$ cat config.mk
export PLATFORM = sky130hd
export DESIGN_NAME = dmem_arb
export DESIGN_NICKNAME = d
export VERILOG_FILES = /design/src/rtl/dmem_arb_pkg.sv /design/src/rtl/dmem_arb_starve_cnt.sv /design/src/rtl/dmem_arb.sv
export SDC_FILE = /design/constraint.sdc
export NUM_CORES = 1
export LEC_CHECK = 0
export ABC_CLOCK_PERIOD_IN_PS = 7700
export CAP_MARGIN = 20
export CORE_AREA = 2 2 228 230
export CTS_BUF_LIST = sky130_fd_sc_hd__clkbuf_8
export CTS_CLUSTER_SIZE = 28
export DETAILED_ROUTE_END_ITERATION = 12
export DIE_AREA = 0 0 230 232
export GPL_TIMING_DRIVEN = 0
export PLACE_DENSITY_LB_ADDON = 0.1
export SLEW_MARGIN = 0
export SYNTH_ARGS = -nofsm -noshare
export SYNTH_HDL_FRONTEND = slang
export SYNTH_SLANG_ARGS = --single-unit
$ cat constraint.sdc
create_clock -name iw_clk -period 7.7 [get_ports iw_clk]
set_clock_uncertainty 0.1 [all_clocks]
set_input_delay 1.54 -clock iw_clk [delete_from_list [all_inputs] [get_ports iw_clk]]
set_output_delay 1.54 -clock iw_clk [all_outputs]
set_load 0.1 [all_outputs]
$ cat src/rtl/dmem_arb_pkg.sv
// Shared widths, owner codes and helpers for the data-memory arbiter.
package dmem_arb_pkg;

  localparam int HBIT_ADDR = 47;
  localparam int HBIT_DATA = 23;

  // Owner encoding carried in the read tag.
  localparam logic ARB_OWN_P = 1'b0;
  localparam logic ARB_OWN_A = 1'b1;

  // One access as seen by the memory side.
  typedef struct packed {
    logic                 we;
    logic                 is48;
    logic [HBIT_ADDR:0]   addr;
    logic [HBIT_ADDR:0]   wdata;
  } req_t;

  // Outstanding read: captured at the grant edge, consumed one cycle later.
  typedef struct packed {
    logic vld;
    logic owner;
    logic is48;
  } tag_t;

  // Reassemble a response from the two lanes; only the low lane bits are data.
  function automatic logic [HBIT_ADDR:0] merge_rd(input logic               is48,
                                                  input logic [HBIT_ADDR:0] r0,
                                                  input logic [HBIT_ADDR:0] r1);
    logic [HBIT_ADDR:0] v;
    if (is48) v = {r0[HBIT_DATA:0], r1[HBIT_DATA:0]};
    else      v = {{(HBIT_ADDR-HBIT_DATA){1'b0}}, r0[HBIT_DATA:0]};
    return v;
  endfunction

endpackage

$ cat src/rtl/dmem_arb_starve_cnt.sv
// Saturating refusal counter for the aux requester; sat_o forces a grant.
module dmem_arb_starve_cnt #(
  parameter int MAX = 4
) (
  input  logic clk_i,
  input  logic rst_i,
  input  logic inc_i,
  input  logic clr_i,
  output logic sat_o
);

  localparam int W = (MAX < 1) ? 1 : $clog2(MAX + 1);
  localparam logic [W-1:0] MAX_V = W'(MAX);

  logic [W-1:0] cnt_q, cnt_d;

  // Clear wins over increment; hold once saturated.
  always_comb begin
    cnt_d = cnt_q;
    if (clr_i)                        cnt_d = '0;
    else if (inc_i && cnt_q != MAX_V) cnt_d = cnt_q + 1'b1;
  end

  // Counter register with synchronous reset.
  always_ff @(posedge clk_i) begin
    if (rst_i) cnt_q <= '0;
    else       cnt_q <= cnt_d;
  end

  assign sat_o = (cnt_q == MAX_V);

endmodule

$ cat src/rtl/dmem_arb.sv
// Two-requester arbiter for the dual-lane data memory: pipeline (P) has
// priority, aux (A) is force-granted after STARVE_MAX refusals. 48-bit
// accesses span lane 0 (addr) and lane 1 (addr+1); read data is routed back
// to its issuer one cycle after the grant.
module dmem_arb
  import dmem_arb_pkg::*;
#(
  parameter int STARVE_MAX = 4
) (
  input  logic                 iw_clk,
  input  logic                 iw_rst,
  // pipeline requester
  input  logic                 iw_p_req,
  input  logic                 iw_p_we,
  input  logic                 iw_p_is48,
  input  logic [HBIT_ADDR:0]   iw_p_addr,
  input  logic [HBIT_ADDR:0]   iw_p_wdata,
  output logic                 ow_p_stall,
  output logic                 ow_p_rvalid,
  output logic [HBIT_ADDR:0]   ow_p_rdata,
  // aux requester
  input  logic                 iw_a_valid,
  output logic                 ow_a_ready,
  input  logic                 iw_a_we,
  input  logic                 iw_a_is48,
  input  logic [HBIT_ADDR:0]   iw_a_addr,
  input  logic [HBIT_ADDR:0]   iw_a_wdata,
  output logic                 ow_a_rvalid,
  output logic [HBIT_ADDR:0]   ow_a_rdata,
  // memory lanes
  output logic                 ow_mem_we0,
  output logic                 ow_mem_we1,
  output logic [HBIT_ADDR:0]   ow_mem_addr0,
  output logic [HBIT_ADDR:0]   ow_mem_addr1,
  output logic [HBIT_ADDR:0]   ow_mem_wdata0,
  output logic [HBIT_ADDR:0]   ow_mem_wdata1,
  output logic                 ow_mem_is48,
  input  logic [HBIT_ADDR:0]   iw_mem_rdata0,
  input  logic [HBIT_ADDR:0]   iw_mem_rdata1
);

  localparam int PADW = HBIT_ADDR - HBIT_DATA;

  logic  sat;
  logic  gnt_a, gnt_p, gnt;
  req_t  p_req, a_req, sel;
  tag_t  tag_q, tag_d;
  logic  [HBIT_ADDR:0] rd;

  assign p_req = '{we: iw_p_we, is48: iw_p_is48, addr: iw_p_addr, wdata: iw_p_wdata};
  assign a_req = '{we: iw_a_we, is48: iw_a_is48, addr: iw_a_addr, wdata: iw_a_wdata};

  // Grant is purely combinational in the request cycle; nothing is granted in reset.
  assign gnt_a = !iw_rst && iw_a_valid && (!iw_p_req || sat);
  assign gnt_p = !iw_rst && iw_p_req && !gnt_a;
  assign gnt   = gnt_a || gnt_p;
  assign sel   = gnt_a ? a_req : p_req;

  assign ow_a_ready = gnt_a;
  assign ow_p_stall = gnt_a && iw_p_req;

  // Refusals of a waiting A; any A grant or idle A restarts the count.
  dmem_arb_starve_cnt #(.MAX(STARVE_MAX)) u_starve (
    .clk_i (iw_clk),
    .rst_i (iw_rst),
    .inc_i (iw_a_valid && !gnt_a),
    .clr_i (gnt_a || !iw_a_valid),
    .sat_o (sat)
  );

  // Lane split of the granted access; memory ports idle at zero otherwise.
  always_comb begin
    ow_mem_we0    = 1'b0;
    ow_mem_we1    = 1'b0;
    ow_mem_addr0  = '0;
    ow_mem_addr1  = '0;
    ow_mem_wdata0 = '0;
    ow_mem_wdata1 = '0;
    ow_mem_is48   = 1'b0;
    if (gnt) begin
      ow_mem_we0    = sel.we;
      ow_mem_we1    = sel.we && sel.is48;
      ow_mem_addr0  = sel.addr;
      ow_mem_addr1  = sel.addr + 1'b1;   // wraps to 0 at the top address
      ow_mem_wdata0 = sel.is48 ? {{PADW{1'b0}}, sel.wdata[HBIT_ADDR:HBIT_DATA+1]}
                               : {{PADW{1'b0}}, sel.wdata[HBIT_DATA:0]};
      ow_mem_wdata1 = {{PADW{1'b0}}, sel.wdata[HBIT_DATA:0]};
      ow_mem_is48   = sel.is48;
    end
  end

  // Tag of a granted read, consumed by the response next cycle.
  always_comb begin
    tag_d       = '0;
    tag_d.vld   = gnt && !sel.we;
    tag_d.owner = gnt_a ? ARB_OWN_A : ARB_OWN_P;
    tag_d.is48  = sel.is48;
  end

  // Tag register; reset drops any in-flight response.
  always_ff @(posedge iw_clk) begin
    if (iw_rst) tag_q <= '0;
    else        tag_q <= tag_d;
  end

  // Response routing: only the owner sees valid data, the other side reads zero.
  always_comb begin
    rd          = merge_rd(tag_q.is48, iw_mem_rdata0, iw_mem_rdata1);
    ow_p_rvalid = !iw_rst && tag_q.vld && (tag_q.owner == ARB_OWN_P);
    ow_a_rvalid = !iw_rst && tag_q.vld && (tag_q.owner == ARB_OWN_A);
    ow_p_rdata  = ow_p_rvalid ? rd : '0;
    ow_a_rdata  = ow_a_rvalid ? rd : '0;
  end

endmodule

== Word-level counts from Yosys, hierarchy flattened ==
Cells that the tools add are included.
Widths: inputs -> output; s select.
Word-level totals
  flip-flop bits (word level): 6
  bits of input ports: 296
  output and inout bits: 295
  logic and storage cells: 43
Operators by class
  $add $sub $neg: 2
  eq/ne operators: 2
  multiplexer cells: 13
  bitwise operators: 1
  reductions and logical operators: 21
Operators with widths (number)
  $mux 48: 5
  $mux 98: 1
  $mux 24: 3
  $add 48x1->48 const B: 1
  $logic_and 1x1->1: 12
  $logic_not 1->1: 5
  $mux 1: 4
  $add 3x1->3 const B: 1
  $eq 3x3->1 const B: 1
  $logic_or 1x1->1: 3
  $ne 3x3->1 const B: 1
  $reduce_or 2->1: 1
  $not 1->1: 1

== Longest topological paths before layout ==
  depth after elaboration: 7
  depth in mapped cells: 20

== By module ==
A second synthesis with hierarchy kept.
Unflattened totals
  cell total of the unflattened synthesis: 886
  area, all modules: 5227.5 sq um
Modules (own cells, without submodules)
  dmem_arb: times used 1, cells each 868, area each 5039.8 sq um, seq. area each 60.1 sq um
  dmem_arb_starve_cnt: times used 1, cells each 18, area each 187.7 sq um, seq. area each 60.1 sq um

== Least setup slack after synthesis ==
No wires, ideal clock.
  path kind: input port to output port
  start: in iw_rst
  end: out ow_mem_addr1[32]
  arrival time: 8049 ps
  required time: 6060 ps
  path slack: -1989 ps
  stages on the path: 17
  cell sequence: and2b_1 buf_6 nand2_4 inv_2 buf_6 buf_2 buf_2 buf_1 nand2_1 nand2_1 ha_1 nand3_1 nor4_2 o22ai_2 a21o_1 buf_6 o41ai_1
On the way
  word-level cells in the longest chain between the ends: 7
  elaborated cells on any way between the ends: 10
RTL lines
  start: declaration: RTL line dmem_arb.sv:11  | input logic iw_rst,
  $logic_not 1->1 (*): RTL line dmem_arb.sv:54  | assign gnt_a = !iw_rst && iw_a_valid && (!iw_p_req || sat);
  $logic_and 1x1->1 (*) (2 in a row): RTL line dmem_arb.sv:54
  via ow_a_ready: RTL line dmem_arb.sv:23  | output logic ow_a_ready,
  branches (longest 3 deep; another with $add 48x1->48)
  $mux 48 (*): RTL line dmem_arb.sv:80  | if (gnt) begin
  end: declaration: RTL line dmem_arb.sv:34  | output logic [HBIT_ADDR:0] ow_mem_addr1,
Mark *: on every way through the listed nets, which the timed path passes.

== Worst setup path after layout ==
  start: in iw_p_req
  end: out ow_mem_addr1[46]
On the way
  word-level cells in the longest chain between the ends: 7
  elaborated cells on any way between the ends: 10
RTL lines
  start: declaration: RTL line dmem_arb.sv:13  | input logic iw_p_req,
  branches (longest 6 deep; another with $add 48x1->48)
  $mux 48 (*): RTL line dmem_arb.sv:80
Every way passes the cells marked *.

==> metrics.txt <==
fraction of synthesized cell area taken by the top area cell type about 13%; number of port buffers slightly below 500; Max-cap violations 0; Fin. Hold Viols 0; average wire per standard cell about 22 um; worst reg-to-reg path cell count 9; most frequent standard cell in the layout excluding fill and tap cells clkdlybuf4s50_1; number of top-level pins 591; Max Fclk around 0.14 GHz; Post-synth ARST share 0%; number of DRC markers in iteration 0 between 300 and 400; worst slew margin relative to its limit roughly 20%; status finished clean; number of non-filler instances in the completed layout between 2k and 2.5k; fraction of power consumed by sequential logic 2.9%; kind of cell adding the most delay to the critical path buffers and inverters; flop2flop setup slack approximately 5 ns; area of the core around 50,000 sq um; Synth Instances between 800 and 900; GRT met2 Usage between 30% and 40%; post-DR vias/cell 4.06; pre-CTS setup slack -2.21 ns; final setup violation count 0; delay contributed by the slowest stage of the critical path a little over 0.5 ns; kind of critical path in2out; worst supply voltage drop on vdd 0.0405 mV; H-Tree Level Count 1; fraction of power consumed by the clock network approximately 4.3%; most common flop cell mapped by yosys dfxtp_1; latest clock arrival within the worst-skew pair 0.22 ns; cell-by-cell listing of the critical path clkdlybuf4s50_1 > a21bo_1 > buf_6 > nand2_4 > inv_2 > buf_6 > buf_4 > buf_4 > nand2_1 > nand2_1 > ha_2 > nand3_1 > a211oi_4 > o22ai_2 > or3_4 > o21ai_1 > nor3b_4 > buf_4; power density over the cells around 100 nW/um^2; master cell of the clock root buffer clkbuf_8; GRT Resource Usage Total approximately 16%; post-synthesis register bit count 6; Max Root-Sink Buffers 2; dpl cells 2,087; Hold Crit Endpoint u_starve.cnt_q[0]; via count approximately 8.5k; number of design rule violations left after detail routing 0; terminus of the critical flop-to-flop path tag_q[2]; switching part of the total power 68.8%; cell with the biggest individual delay on the critical path clkdlybuf4s50_1; critical path peak fanout 19; WL final 46.3 mm; Final Cycle Share between 90 and 100%; post-layout utilization of the core 22.1%; RSZ-0062 raised after global routing no; starting density of the core under 10%; Synth warnings 0; Die Span X 230 um; Req. time, crit path about 6 ns; number of CTS-inserted buffers 3; syn avg cell area about 6 sq um; final setup margin ~0.31 ns; clock-pin slew reported for the worst setup and hold paths after clock tree synthesis around 0.04 ns; total number of nets in the final design 1,711; Buffers & Inverters on Critical Path 7; hold buffers post-CTS 0; number of nets still failing antenna checks after routing 0; Area Growth Syn to Fin 121%; final slew viol count 0; number of antenna violations at the first check in global routing 3; Global Route met3 Usage between 3 and 4%; netlist area before placement 5080 sq um; PnR Total Power 1.13 mW; critical path capture point type output pin; FF-to-FF Start u_starve.cnt_q[0]; worst hold slack about 0.38 ns; clock sink count 6; most prevalent standard cell on the critical path buf_4; placer's final routability congestion estimate roughly 0.86; met1 demand-to-capacity share in global routing 19.9%; leakage power of the design ~4.3 nW; worst-margin pin slew 1.19 ns; TritonCTS clock tree done; largest net degree at the start of global routing 20; overflow left after global routing 0; first-pass GRT wire length between 60 and 70 mm; layer carrying the most global-route usage met2; sort of element at the start of the critical path input pin; number of core rows 83; number of global-route vias before repair 8,651; class of the most critical hold timing path reg2reg; final worst path period need between 7 and 8 ns; HPWL after detailed placement between 30 and 40 mm; floorplan die area 53,400 sq um; commonest cells after routing, fill and taps aside clkdlybuf4s50_1, nor2_1, nand2_1; Unique masters post-synth 66; instance area after placement 11,100 sq um; fraction of layout instances using a drive strength above 1 under 10%; Hold Crit Depth 1; most area-consuming cells after synthesis mux2i_1, nor2_1, nand2_1, and3_1, buf_4; DR pass1 iterations 5; Data arrival, critical path 5.75 ns; worst min-delay path startpoint u_starve.cnt_q[0]; biggest area consumer among synthesized cells mux2i_1; register area share after synthesis about 2.4%; Die Y-Extent around 230 um; Layout Cell Area excl Fill approximately 11,000 sq um; total internal power ~0.35 mW; power spent charging and discharging nets roughly 0.78 mW; combinational group share of total power 92.7%; final total negative setup slack 0 ns; Post-synth EDFFs 0
-- layer usage --
| metal | vias to the layer above | routed length, um |
|---|---|---|
| li1 | 4041 | - |
| met5 | - | 13 |
| met3 | 19 | 2990 |
| met2 | 377 | 23500 |
| met4 | 2 | 347 |
| met1 | 4053 | 19500 |
-- cells in the mapped netlist (all sizes together), types with 3 or more instances --
cell and instances:
mux2 4, o21ai 12, xor2 17, a2111oi 6
buf 78, xnor2 15, mux2i 68, a31oi 33
nand2 150, nand3 26, nor3b 3, dfxtp 6
and4 4, ha 3, a211oi 8, nor2 170
nor4 13, o22ai 5, and3 60, and2 10
or3 3, nand4 27, inv 6, nor3 20
or4 3, a21oi 41, clkbuf 37, o31ai 7
-- flip-flops by register name (all words and copies together), names as in the netlist --
name            cells
tag_q               3
u_starve.cnt_q      3
-- power groups by stage --
stage / Clock (mW) / Combinational, mW / Sequential (mW)
after floorplan: 0 / 0.700 / 0.0332
after global placement: 0 / 1.06 / 0.0334
after detailed placement: 0 / 1.05 / 0.0334
after CTS: 0.0522 / 1.05 / 0.0329
after global routing: 0.0549 / 1.09 / 0.0330
final: 0.0489 / 1.05 / 0.0329
-- cell type report --
class	instances	area, sq um
fillers	5821	39600
repair buffers	497	4940
multi-input cells	785	4580
well taps	680	851
plain buffers	113	681
flip-flops and latches	6	120
clock buffers	3	41.3
inverters	6	22.5
diodes	3	7.51
-- how the worst max path moves through the flow --
| stage | cells past startpoint | to | from |
|---|---|---|---|
| 6_report | 18 | ow_mem_addr1[46] | iw_p_req |
| 5_1_grt | 18 | ow_mem_addr1[32] | iw_p_req |
| 4_1_cts | 17 | ow_mem_addr1[46] | iw_p_req |
| 3_5_place_dp | 18 | ow_mem_addr1[36] | iw_rst |
| 3_3_place_gp | 18 | ow_mem_addr1[36] | iw_rst |
| 2_1_floorplan | 17 | ow_mem_addr1[32] | iw_rst |
-- cell families (layout without fill, tap and decap cells) --
kind of cell,count (synthesis),after routing,synth area share (%)
flip-flops,6,6,2.37
multiplexers,72,72,14.3
AO/OA/AOI/OAI,130,130,17.2
other,1,51,0.0738
XOR/XNOR,32,32,5.52
adder cells (fa/ha/maj),3,3,0.739
buffers and inverters,121,619,13.7
AND/OR/NAND/NOR,500,500,46.1
-- timing repair --
action,in CTS,in global routing
gates cloned,0,0
pin swaps,1,0
setup buffers,1,0
gates resized for setup,102,8
endpoints found under the hold margin,0,0
endpoints found under the setup margin,34,18
Power figures use the tool's default switching activity.
